[config.mk]
export PLATFORM = sky130hd
export DESIGN_NAME = si_div_seq
export DESIGN_NICKNAME = d
export VERILOG_FILES = /design/src/rtl/si_div_seq.sv
export SDC_FILE = /design/constraint.sdc
export NUM_CORES = 1
export LEC_CHECK = 0
export BUFFER_PORTS_ARGS = -buffer_cell sky130_fd_sc_hd__buf_2
export CORE_AREA = 4 4 94 96
export DETAILED_ROUTE_END_ITERATION = 10
export DIE_AREA = 0 0 98 100
export GPL_TIMING_DRIVEN = 1
export SYNTH_ARGS = -nofsm -noshare
export SYNTH_HDL_FRONTEND = slang
export SYNTH_SLANG_ARGS = --single-unit
[constraint.sdc]
create_clock -name i_clk -period 4.49 [get_ports i_clk]
set_input_delay 0.2245 -clock i_clk [delete_from_list [all_inputs] [get_ports i_clk]]
set_output_delay 0.2245 -clock i_clk [all_outputs]
set_load 0.1 [all_outputs]
[src/rtl/si_div_seq.sv]
// si_div_seq: sequential signed divider using a restoring algorithm.
// Produces one quotient bit per clock. Results appear N+1 cycles after
// START is captured. The quotient truncates toward zero and the remainder
// takes the sign of the dividend. Divide-by-zero and most-negative/-1
// overflow are flagged alongside the result.
module si_div_seq #(
   parameter int N = 8
) (
   input  logic         i_clk,
   input  logic         i_rst_n,
   input  logic         i_start,
   input  logic [N-1:0] i_a,
   input  logic [N-1:0] i_b,
   output logic         o_busy,
   output logic         o_done,
   output logic [N-1:0] o_q,
   output logic [N-1:0] o_r,
   output logic         o_dbz,
   output logic         o_ovf
);

   localparam int           CW       = $clog2(N + 1);
   localparam logic [CW-1:0] CNT_INIT = CW'(N);
   localparam logic [CW-1:0] CNT_ONE  = CW'(1);
   localparam logic [N-1:0]  MIN_NEG  = {1'b1, {(N-1){1'b0}}};

   typedef enum logic [1:0] {S_IDLE, S_CALC, S_FIN} state_t;

   state_t        r_state;
   state_t        w_next;
   logic [CW-1:0] r_cnt;
   logic [N-1:0]  r_rem;     // partial remainder magnitude
   logic [N-1:0]  r_dvd;     // dividend magnitude, shifted out as quotient bits shift in
   logic [N-1:0]  r_mb;      // divisor magnitude
   logic [N-1:0]  r_a;       // original signed dividend, returned as R on divide-by-zero
   logic          r_sga;
   logic          r_sgb;
   logic          r_dbz_p;
   logic          r_ovf_p;

   logic [N-1:0]  w_ma;
   logic [N-1:0]  w_mb;
   logic [N:0]    w_shift;
   logic [N:0]    w_trial;
   logic          w_qbit;
   logic [N-1:0]  w_q_fin;
   logic [N-1:0]  w_r_fin;

   // Magnitudes of the operands; the most-negative value maps to 2^(N-1).
   assign w_ma = i_a[N-1] ? -i_a : i_a;
   assign w_mb = i_b[N-1] ? -i_b : i_b;

   // Restoring step: shift in the next dividend bit, then trial-subtract the divisor.
   // A non-negative trial result produces a 1 quotient bit.
   assign w_shift = {r_rem, r_dvd[N-1]};
   assign w_trial = w_shift - {1'b0, r_mb};
   assign w_qbit  = ~w_trial[N];

   assign o_busy = (r_state != S_IDLE);

   // Apply signs to the magnitudes. Divide-by-zero and overflow override the result.
   always_comb begin
      w_q_fin = (r_sga ^ r_sgb) ? -r_dvd : r_dvd;
      w_r_fin = r_sga ? -r_rem : r_rem;
      if (r_dbz_p) begin
         w_q_fin = '0;
         w_r_fin = r_a;
      end else if (r_ovf_p) begin
         w_q_fin = MIN_NEG;
         w_r_fin = '0;
      end
   end

   // State register.
   always_ff @(posedge i_clk or negedge i_rst_n) begin
      if (!i_rst_n) r_state <= S_IDLE;
      else          r_state <= w_next;
   end

   // Next-state logic: capture, N iterations, one finishing cycle.
   always_comb begin
      w_next = r_state;
      case (r_state)
         S_IDLE:  if (i_start) w_next = S_CALC;
         S_CALC:  if (r_cnt == CNT_ONE) w_next = S_FIN;
         S_FIN:   w_next = S_IDLE;
         default: w_next = S_IDLE;
      endcase
   end

   // Datapath and output registers: operand capture, iteration, result latch.
   always_ff @(posedge i_clk or negedge i_rst_n) begin
      if (!i_rst_n) begin
         r_cnt   <= '0;
         r_rem   <= '0;
         r_dvd   <= '0;
         r_mb    <= '0;
         r_a     <= '0;
         r_sga   <= 1'b0;
         r_sgb   <= 1'b0;
         r_dbz_p <= 1'b0;
         r_ovf_p <= 1'b0;
         o_done  <= 1'b0;
         o_q     <= '0;
         o_r     <= '0;
         o_dbz   <= 1'b0;
         o_ovf   <= 1'b0;
      end else begin
         o_done <= 1'b0;
         case (r_state)
            S_IDLE: begin
               if (i_start) begin
                  r_sga   <= i_a[N-1];
                  r_sgb   <= i_b[N-1];
                  r_dvd   <= w_ma;
                  r_mb    <= w_mb;
                  r_a     <= i_a;
                  r_rem   <= '0;
                  r_cnt   <= CNT_INIT;
                  r_dbz_p <= (i_b == '0);
                  r_ovf_p <= (i_a == MIN_NEG) && (i_b == '1);
               end
            end
            S_CALC: begin
               r_rem <= w_qbit ? w_trial[N-1:0] : w_shift[N-1:0];
               r_dvd <= {r_dvd[N-2:0], w_qbit};
               r_cnt <= r_cnt - CNT_ONE;
            end
            S_FIN: begin
               o_q    <= w_q_fin;
               o_r    <= w_r_fin;
               o_dbz  <= r_dbz_p;
               o_ovf  <= r_ovf_p & ~r_dbz_p;
               o_done <= 1'b1;
            end
            default: ;
         endcase
      end
   end

endmodule
==> metrics.txt, run 1 <==
run status=finished clean; antenna violations before repair=0; H-tree depth=3; critical-path maximum fanout=12; number of nets in the layout=458; Antenna Nets Post-Route=0; sequential cell area fraction in the yosys report=0.436; max-cap check violation count=0; setup repair after global routing missed its margin=false; DRC marker count from the first detailed-route iteration=201; Synth Instances=a little under 400; Pre-Repair DR Iteration Count=4; number of global-route vias before repair=2848; library cell with the largest summed area after synthesis=sky130_fd_sc_hd__dfrtp_1; post-route fraction of the period consumed by the critical path=0.559; number of buffers added for setup after CTS=0; largest net degree at the start of global routing=61; Worst-Skew Late Latency=around 0.34 ns; netlist area before placement=around 0.0034 sq mm; number of enable-type register cells in the synthesized netlist=0; number of synthesized register bits=60; Final Skew=between 0.01 and 0.015 ns; vias after detailed routing=2829; Clock Tree Buf Depth=2; Synth cell types=48; area of the core region=0.00805 sq mm; root buf cell=sky130_fd_sc_hd__clkbuf_8; signal arrival time at the worst endpoint=2.75 ns; Slew @ Worst Pin=0.914 ns; total congestion overflow after global routing=0; io pins=39; FFs w/ async S/R, synth=1.00; number of warnings printed during yosys synthesis=0; final number of max-transition violations=0; most frequent cell after synthesis=sky130_fd_sc_hd__nand2_1; width of the die=around 100 um; fmax=398 MHz; Overall Global Routing Usage=0.170; finished layout cell area=0.00393 sq mm; area of the die=about 0.0098 sq mm; number of filler cells placed in the layout=801; TNS Setup=0 ns; sort of element at the start of the critical path=flop; total wire length after detailed routing=7770 um; area growth from synthesis to layout=14.2%; sinks on the clock net=60; CTS tree=built; sum of net half-perimeters after detailed placement=5600 um; first-pass GRT wire length=13500 um; Setup Crit Path Kind=flop to flop; Routability Congestion=0.895; worst hold-check path type=input port to asynchronous set/reset pin; count of buffers from port buffering=38; final hold violation count=0; required arrival time at the worst endpoint=4.73 ns; fraction of final layout cells sized beyond drive strength 1=0.136; most used flip-flop cell after synthesis=sky130_fd_sc_hd__dfrtp_1; count of antenna diodes in the layout=0; most area-consuming cells after synthesis=sky130_fd_sc_hd__dfrtp_1 44%, sky130_fd_sc_hd__nand2_1 6.8%, sky130_fd_sc_hd__o21ai_0 5.5%; cells resized by post-CTS repair=0; number of setup violations in the final report=0; Synth top area share=0.436; area after detailed placement=about 0.0037 sq mm; clock input transition at the sequential cells of the worst setup and hold paths=~0.07 ns; post-synthesis net count=426; Fin Hold WS=~0.045 ns; average cell area after synthesis=8.80 sq um; die height=100 um; Hold-fix buffers, CTS=0; slew margin rel.=0.389; Crit. End Element=flop; CTS Buf Count=9; Via density=~5.3; number of placement rows=33; DRC errors left=0; initial standard-cell utilization of the core=0.427; most numerous cell types in the synthesized netlist=62 x sky130_fd_sc_hd__nand2_1, 60 x sky130_fd_sc_hd__dfrtp_1, 38 x sky130_fd_sc_hd__o21ai_0; final critical-path required period=2.51 ns; average routed wire per standard cell=14.6 um
==> flip-flops by register name, indices dropped and copies added (netlist names) <==
| register | count |
|---|---|
| r_dvd | 8 |
| o_ovf | 1 |
| o_dbz | 1 |
| r_cnt | 4 |
| o_done | 1 |
| r_ovf_p | 1 |
| r_dbz_p | 1 |
| r_mb | 8 |
| r_state | 2 |
| o_q | 8 |
| r_a | 8 |
| r_sgb | 1 |
| o_r | 8 |
| r_rem | 8 |
==> cells by family (layout without fill, tap and decap cells) <==
group | Yosys count | count (layout) | synth area share
AND/OR/NAND/NOR | 139 | 139 | 0.189
multiplexers | 9 | 9 | 0.0265
flip-flops | 60 | 60 | 0.436
XOR/XNOR | 26 | 26 | 0.0662
buffers and inverters | 46 | 82 | 0.0531
AO/OA/AOI/OAI | 95 | 95 | 0.168
adder cells (fa/ha/maj) | 16 | 16 | 0.0604
==> per-stage QoR <==
step,instances,worst slack (ns),util
6_report,532,1.98,0.488
4_1_cts,532,1.98,0.488
3_5_place_dp,517,2.02,0.459
5_1_grt,532,1.76,0.488
3_3_place_gp,517,2.10,0.459
2_1_floorplan,391,2.52,-
==> layout by cell type, fill, tap and decap left out, drive strengths merged, types with 3 or more instances in the layout <==
cell type	count
inv	27
nor4	3
xor2	12
nand3b	5
xnor2	14
o21ai	39
nand2b	4
a31oi	4
nor2b	3
nand2	62
a211o	3
a221oi	3
or3	5
nor3	5
clkbuf	12
o31ai	5
nand3	20
a21oi	19
buf	40
o211ai	3
mux2i	8
nor2	21
dfrtp	60
a22oi	6
ha	15
==> path summary, 6_finish.rpt <==
path	from	to	slack, ns	cells past startpoint
setup / recovery	r_dvd[7]	r_rem[0]	1.98	9
hold reg to reg	o_ovf	o_ovf	0.47	2
min in group i_clk	i_b[6]	r_dbz_p	0.13	2
hold / removal	i_rst_n	o_q[4]	0.05	2
max in group asynchronous	i_rst_n	r_cnt[0]	3.95	2
setup reg to reg	r_dvd[7]	r_rem[0]	1.98	9
==> per-layer routing <==
| layer | GRT usage | routed length [um] | vias up |
|---|---|---|---|
| met4 | 0.0447 | 50 | 0 |
| met5 | 0 | 0 | - |
| met3 | 0.0438 | 414 | 4 |
| met2 | 0.273 | 3550 | 69 |
| met1 | 0.229 | 3750 | 1335 |
| li1 | - | - | 1421 |
==> worst max-delay path, cell delays in order (launching register included) <==
cell,delay (ns)
sky130_fd_sc_hd__dfrtp_1,0.41
sky130_fd_sc_hd__inv_1,0.09
sky130_fd_sc_hd__ha_1,0.16
sky130_fd_sc_hd__inv_1,0.05
sky130_fd_sc_hd__fa_1,0.41
sky130_fd_sc_hd__nand3_1,0.12
sky130_fd_sc_hd__a21oi_1,0.09
sky130_fd_sc_hd__o211ai_2,0.53
sky130_fd_sc_hd__mux2_2,0.40
sky130_fd_sc_hd__o21ai_0,0.14
==> area by class of cell <==
class | count | area, sq um | share of cell area
Multi-Input combinational cell | 285 | 1760 | 0.447
Sequential cell | 60 | 1500 | 0.382
Inverter | 27 | 101 | 0.0258
Clock inverter | 3 | 68.8 | 0.0175
Timing Repair Buffer | 40 | 205 | 0.0522
Clock buffer | 12 | 165 | 0.0420
Tap cell | 105 | 131 | 0.0334
Power of run 1 is left out: the tool's default activity adds up to more than one toggle a clock period on the data nets, which glitch-free logic cannot reach.
==> inputs of run 2 (changes only) <==
==> constraint.sdc (replaced) <==
create_clock -name i_clk -period 2.61 [get_ports i_clk]
set_input_delay 0.1305 -clock i_clk [delete_from_list [all_inputs] [get_ports i_clk]]
set_output_delay 0.1305 -clock i_clk [all_outputs]
set_load 0.1 [all_outputs]
==> run 2 against run 1 <==
  * Cell count rose by 1.3%
  * Cell area rose by 0.64%
  * Fmax rose by 10%
  * Die area did not move
  * Setup slack got worse by 1.6 ns
  * First-iteration DRC count fell by 38%
  * Utilization rose by 0.31 points
  * Via count fell by 0.46%
  * Count of clock-buffer cells in the layout fell by 3
  * Highest routed layer unchanged
==> metrics.txt, run 2 (synthesis results as in run 1) <==
number of setup violations in the final report=0; final critical-path required period=2.27 ns; sort of element at the start of the critical path=flop; sum of net half-perimeters after detailed placement=between 5000 and 6000 um; number of placement rows=33; count of buffers from port buffering=38; required arrival time at the worst endpoint=2.87 ns; final setup margin=roughly 0.34 ns; total wire length after detailed routing=7700 um; fraction of final layout cells sized beyond drive strength 1=0.147; TNS Setup=0 ns; initial standard-cell utilization of the core=0.427; setup repair after global routing missed its margin=false; antenna violations before repair=0; total congestion overflow after global routing=0; number of nets in the layout=464; finished layout cell area=0.00396 sq mm; root buf cell=sky130_fd_sc_hd__clkbuf_8; most frequent standard cell in the layout excluding fill and tap cells=sky130_fd_sc_hd__nand2_1; area after detailed placement=0.00375 sq mm; CTS Buf Count=9; DRC errors left=0; Placed Cells incl. Taps=between 500 and 600; Pre-Repair DR Iteration Count=4; Setup Crit Path Kind=flop to flop; number of buffers added for setup after CTS=0; Final Skew=0.00587 ns; Routability Congestion=0.854; max-cap check violation count=0; Slew @ Worst Pin=0.821 ns; die height=100 um; footprint of the flip-flops and latches=0.00150 sq mm; worst hold-check path type=input port to flop; highest-count cells in the layout ignoring fill and taps=62 x sky130_fd_sc_hd__nand2_1, 60 x sky130_fd_sc_hd__dfrtp_1, 38 x sky130_fd_sc_hd__o21ai_0, 38 x sky130_fd_sc_hd__buf_2, 27 x sky130_fd_sc_hd__inv_1; run status=finished clean; signal arrival time at the worst endpoint=2.53 ns; width of the die=98 um; slew margin rel.=0.453; area of the die=0.00980 sq mm; number of filler cells placed in the layout=781; clock input transition at the sequential cells of the worst setup and hold paths=about 0.07 ns; average routed wire per standard cell=14.3 um; vias after detailed routing=2816; critical-path maximum fanout=12; fmax=440 MHz; Worst-Skew Late Latency=0.34 ns; sinks on the clock net=60; number of global-route vias before repair=approximately 2800; Clock Tree Buf Depth=2; CTS tree=built; area growth from synthesis to layout=14.9%; first-pass GRT wire length=between 10000 and 15000 um; Via density=5.22; number of cells in the finished layout apart from fillers=539; io pins=39; H-tree depth=3; worst-case setup slack after placement=roughly 0.34 ns; Antenna Nets Post-Route=0; Overall Global Routing Usage=0.170; post-route fraction of the period consumed by the critical path=0.871; final hold violation count=0; largest net degree at the start of global routing=61; area of the core region=0.00805 sq mm; final number of max-transition violations=0; count of antenna diodes in the layout=0; footprint of the multi-input gates=approximately 0.0018 sq mm; DRC marker count from the first detailed-route iteration=125; Crit. End Element=flop
==> run 2: changes by cell type in the layout (fill, tap and decap cells not counted) <==
cell,before,now
sky130_fd_sc_hd__buf_12,0,1
sky130_fd_sc_hd__dlygate4sd3_1,0,1
sky130_fd_sc_hd__buf_4,2,6
sky130_fd_sc_hd__clkinv_2,0,1
sky130_fd_sc_hd__bufinv_16,2,1
sky130_fd_sc_hd__clkinv_4,1,0
sky130_fd_sc_hd__clkbuf_8,12,9
sky130_fd_sc_hd__clkinvlp_4,0,3
sky130_fd_sc_hd__inv_6,0,2
==> run 2: timing repair <==
action,in CTS,in global routing
hold buffers,1,0
resized for setup,0,0
endpoints found under the hold margin,60,0
==> run 2: per-stage QoR <==
stage	hold WS, ns	utilization
4_1_cts	0.0131	0.491
2_1_floorplan	-0.165	-
3_5_place_dp	0.168	0.465
6_report	0.0317	0.491
3_3_place_gp	0.162	0.465
5_1_grt	0.0295	0.491
==> run 2: worst paths after layout <==
kind	startpoint	to	slack [ns]	cells past startpoint
hold reg to reg	o_q[4]	o_q[4]	0.47	2
hold / removal	i_b[6]	r_dbz_p	0.03	2
setup / recovery	r_dvd[7]	r_rem[0]	0.34	10
min in group asynchronous	i_rst_n	o_ovf	0.34	3
setup reg to reg	r_dvd[7]	r_rem[0]	0.34	10
max in group asynchronous	i_rst_n	r_mb[7]	2.02	3
==> run 2: final cells by class <==
| type | count | area share |
|---|---|---|
| repair buffers | 46 | 0.0671 |
| inverters | 27 | 0.0256 |
| well taps | 105 | 0.0332 |
| clock inverters | 7 | 0.0190 |
| clock buffers | 9 | 0.0313 |
| multi-input cells | 285 | 0.444 |
| flip-flops and latches | 60 | 0.380 |
==> run 2: critical path: stages, from the launching register on <==
cell and delay (ns):
sky130_fd_sc_hd__dfrtp_1 0.41, sky130_fd_sc_hd__inv_1 0.08, sky130_fd_sc_hd__ha_1 0.17, sky130_fd_sc_hd__inv_1 0.05, sky130_fd_sc_hd__fa_1 0.42, sky130_fd_sc_hd__nand3_1 0.12
sky130_fd_sc_hd__a21oi_1 0.08, sky130_fd_sc_hd__o211ai_2 0.16, sky130_fd_sc_hd__buf_4 0.22, sky130_fd_sc_hd__mux2_2 0.34, sky130_fd_sc_hd__o21ai_0 0.13
==> run 2: layer usage <==
layer | wire [um] | vias up | global-route usage
met4 | 62 | 0 | 0.0532
met2 | 3450 | 71 | 0.265
met3 | 447 | 6 | 0.0500
met1 | 3740 | 1299 | 0.230
li1 | - | 1440 | -
met5 | 0 | - | 0
Power of run 2 is left out for the same reason.
==> inputs of run 3 (changes only) <==
--- a/config.mk
+++ b/config.mk
@@ -6,10 +6,11 @@
 export NUM_CORES = 1
 export LEC_CHECK = 0
 export BUFFER_PORTS_ARGS = -buffer_cell sky130_fd_sc_hd__buf_2
-export CORE_AREA = 4 4 94 96
+export CORE_AREA = 2 2 92 94
 export DETAILED_ROUTE_END_ITERATION = 10
-export DIE_AREA = 0 0 98 100
+export DIE_AREA = 0 0 94 96
 export GPL_TIMING_DRIVEN = 1
+export PLACE_DENSITY_LB_ADDON = 0.08
 export SYNTH_ARGS = -nofsm -noshare
 export SYNTH_HDL_FRONTEND = slang
 export SYNTH_SLANG_ARGS = --single-unit
==> run 3 against run 2 <==
  * Sequential cell count unchanged
  * Sequential share of layout area is 0.18 points higher
  * Routed wire length is 2.7% higher
  * Utilization is 0.23 points lower
  * Largest cell class unchanged
  * Fmax shrank 1.6%
  * Critical path type unchanged
  * Register-to-register slack lost 0.04 ns
  * Via count up 0.99%
  * Count of clock-buffer cells in the layout up 3
  * Cell count rose by 0.19%
  * Critical path depth is the same
==> metrics.txt, run 3 (synthesis results as in run 1) <==
total wire length after detailed routing=7920 um; Via density=5.27; Routability Congestion=a little over 0.9; largest net degree at the start of global routing=36; footprint of the multi-input gates=0.00176 sq mm; most frequent standard cell in the layout excluding fill and tap cells=sky130_fd_sc_hd__nand2_1; count of buffers from port buffering=38; area after detailed placement=0.00374 sq mm; sort of element at the start of the critical path=flop; CTS tree=built; TNS Setup=0 ns; Crit. End Element=flop; number of cells in the finished layout apart from fillers=540; H-tree depth=3; critical-path maximum fanout=11; average routed wire per standard cell=around 15 um; worst-case reg-to-reg path depth=10; area of the core region=0.00805 sq mm; antenna violations before repair=0; Setup crit start=r_dvd[7]; startpoint of the most critical register-to-register path=r_dvd[7]; total congestion overflow after global routing=0; worst hold stages=2; Pre-Repair DR Iteration Count=4; final number of max-transition violations=0; Placed Cells incl. Taps=523; number of nets in the layout=465; width of the die=94 um; io pins=39; final critical-path required period=2.31 ns; footprint of the flip-flops and latches=0.00150 sq mm; final setup margin=around 0.30 ns; max-cap check violation count=0; Slew @ Worst Pin=roughly 0.81 ns; worst hold-check path type=input port to flop; first-pass GRT wire length=13700 um; vias after detailed routing=2844; DRC errors left=0; signal arrival time at the worst endpoint=2.55 ns; worst-case setup slack after placement=approximately 0.3 ns; final hold violation count=0; number of filler cells placed in the layout=about 820; highest-count cells in the layout ignoring fill and taps=62 x sky130_fd_sc_hd__nand2_1, 60 x sky130_fd_sc_hd__dfrtp_1, 38 x sky130_fd_sc_hd__o21ai_0, 38 x sky130_fd_sc_hd__buf_2, 27 x sky130_fd_sc_hd__inv_1; area growth from synthesis to layout=14.4%; DRC marker count from the first detailed-route iteration=approximately 150; Final Skew=0.00921 ns; slew margin rel.=0.460; Antenna Nets Post-Route=0; CTS Buf Count=9; number of global-route vias before repair=2770; Setup Crit Path Kind=flop to flop; number of placement rows=33; Overall Global Routing Usage=0.196; fmax=about 430 MHz; count of antenna diodes in the layout=0; area of the die=0.00902 sq mm; run status=finished clean; root buf cell=sky130_fd_sc_hd__clkbuf_8; cells resized by post-CTS repair=0; setup repair after global routing missed its margin=false; Worst-Skew Late Latency=0.34 ns; die height=96 um; finished layout cell area=~0.004 sq mm; clock input transition at the sequential cells of the worst setup and hold paths=0.06 ns; number of setup violations in the final report=0; required arrival time at the worst endpoint=roughly 2.9 ns; hold path start=i_b[6]; post-route fraction of the period consumed by the critical path=0.885; fraction of final layout cells sized beyond drive strength 1=0.143; sum of net half-perimeters after detailed placement=5810 um; Clock Tree Buf Depth=2; sinks on the clock net=60; initial standard-cell utilization of the core=0.427
[run 3: cell types whose count changed in the layout (fill, tap and decap cells not counted), sizes merged]
cell,delta
clkbuf,+3
clkinvlp,-1
buf,+1
inv,-2
[run 3: repair_timing]
| action | in CTS | in global routing |
|---|---|---|
| setup endpoints to repair | 0 | 0 |
| buffers inserted | 0 | 0 |
| hold buffers | 1 | 0 |
| endpoints found under the hold margin | 60 | 0 |
[run 3: layout make-up]
type | instances | share of cell area
inverters | 27 | 0.0257
flip-flops and latches | 60 | 0.381
multi-input cells | 285 | 0.446
clock buffers | 12 | 0.0343
repair buffers | 47 | 0.0661
well taps | 105 | 0.0334
clock inverters | 4 | 0.0127
[run 3: final timing paths]
kind	slack, ns	end
min reg2reg	0.46	o_ovf
min	0.04	r_dbz_p
min in group asynchronous	0.32	o_q[5]
max in group asynchronous	1.93	r_dvd[0]
max	0.30	r_rem[0]
max reg2reg	0.30	r_rem[0]
[run 3: critical path, stage by stage, from the launching register on]
cell,delay (ns)
sky130_fd_sc_hd__dfrtp_1,0.41
sky130_fd_sc_hd__inv_1,0.09
sky130_fd_sc_hd__ha_1,0.16
sky130_fd_sc_hd__inv_1,0.05
sky130_fd_sc_hd__fa_1,0.41
sky130_fd_sc_hd__nand3_1,0.12
sky130_fd_sc_hd__a21oi_1,0.09
sky130_fd_sc_hd__o211ai_2,0.18
sky130_fd_sc_hd__buf_4,0.21
sky130_fd_sc_hd__mux2_2,0.34
sky130_fd_sc_hd__o21ai_0,0.15
[run 3: per-layer routing]
layer / share of wire / vias up / track usage / wire length [um]
li1: - / 1439 / - / -
met1: 0.49 / 1335 / 0.268 / 3890
met2: 0.46 / 58 / 0.314 / 3620
met3: 0.039 / 12 / 0.0431 / 309
met4: 0.013 / 0 / 0.0580 / 102
met5: 0 / - / 0 / 0
[run 3: through the flow]
step                       util  hold WS [ns]
final                     0.489        0.0371
after global routing      0.489        0.0356
after CTS                 0.489        0.0228
after detailed placement  0.465         0.158
after global placement    0.465         0.157
after floorplan               -        -0.165
Power of run 3 is left out for the same reason.
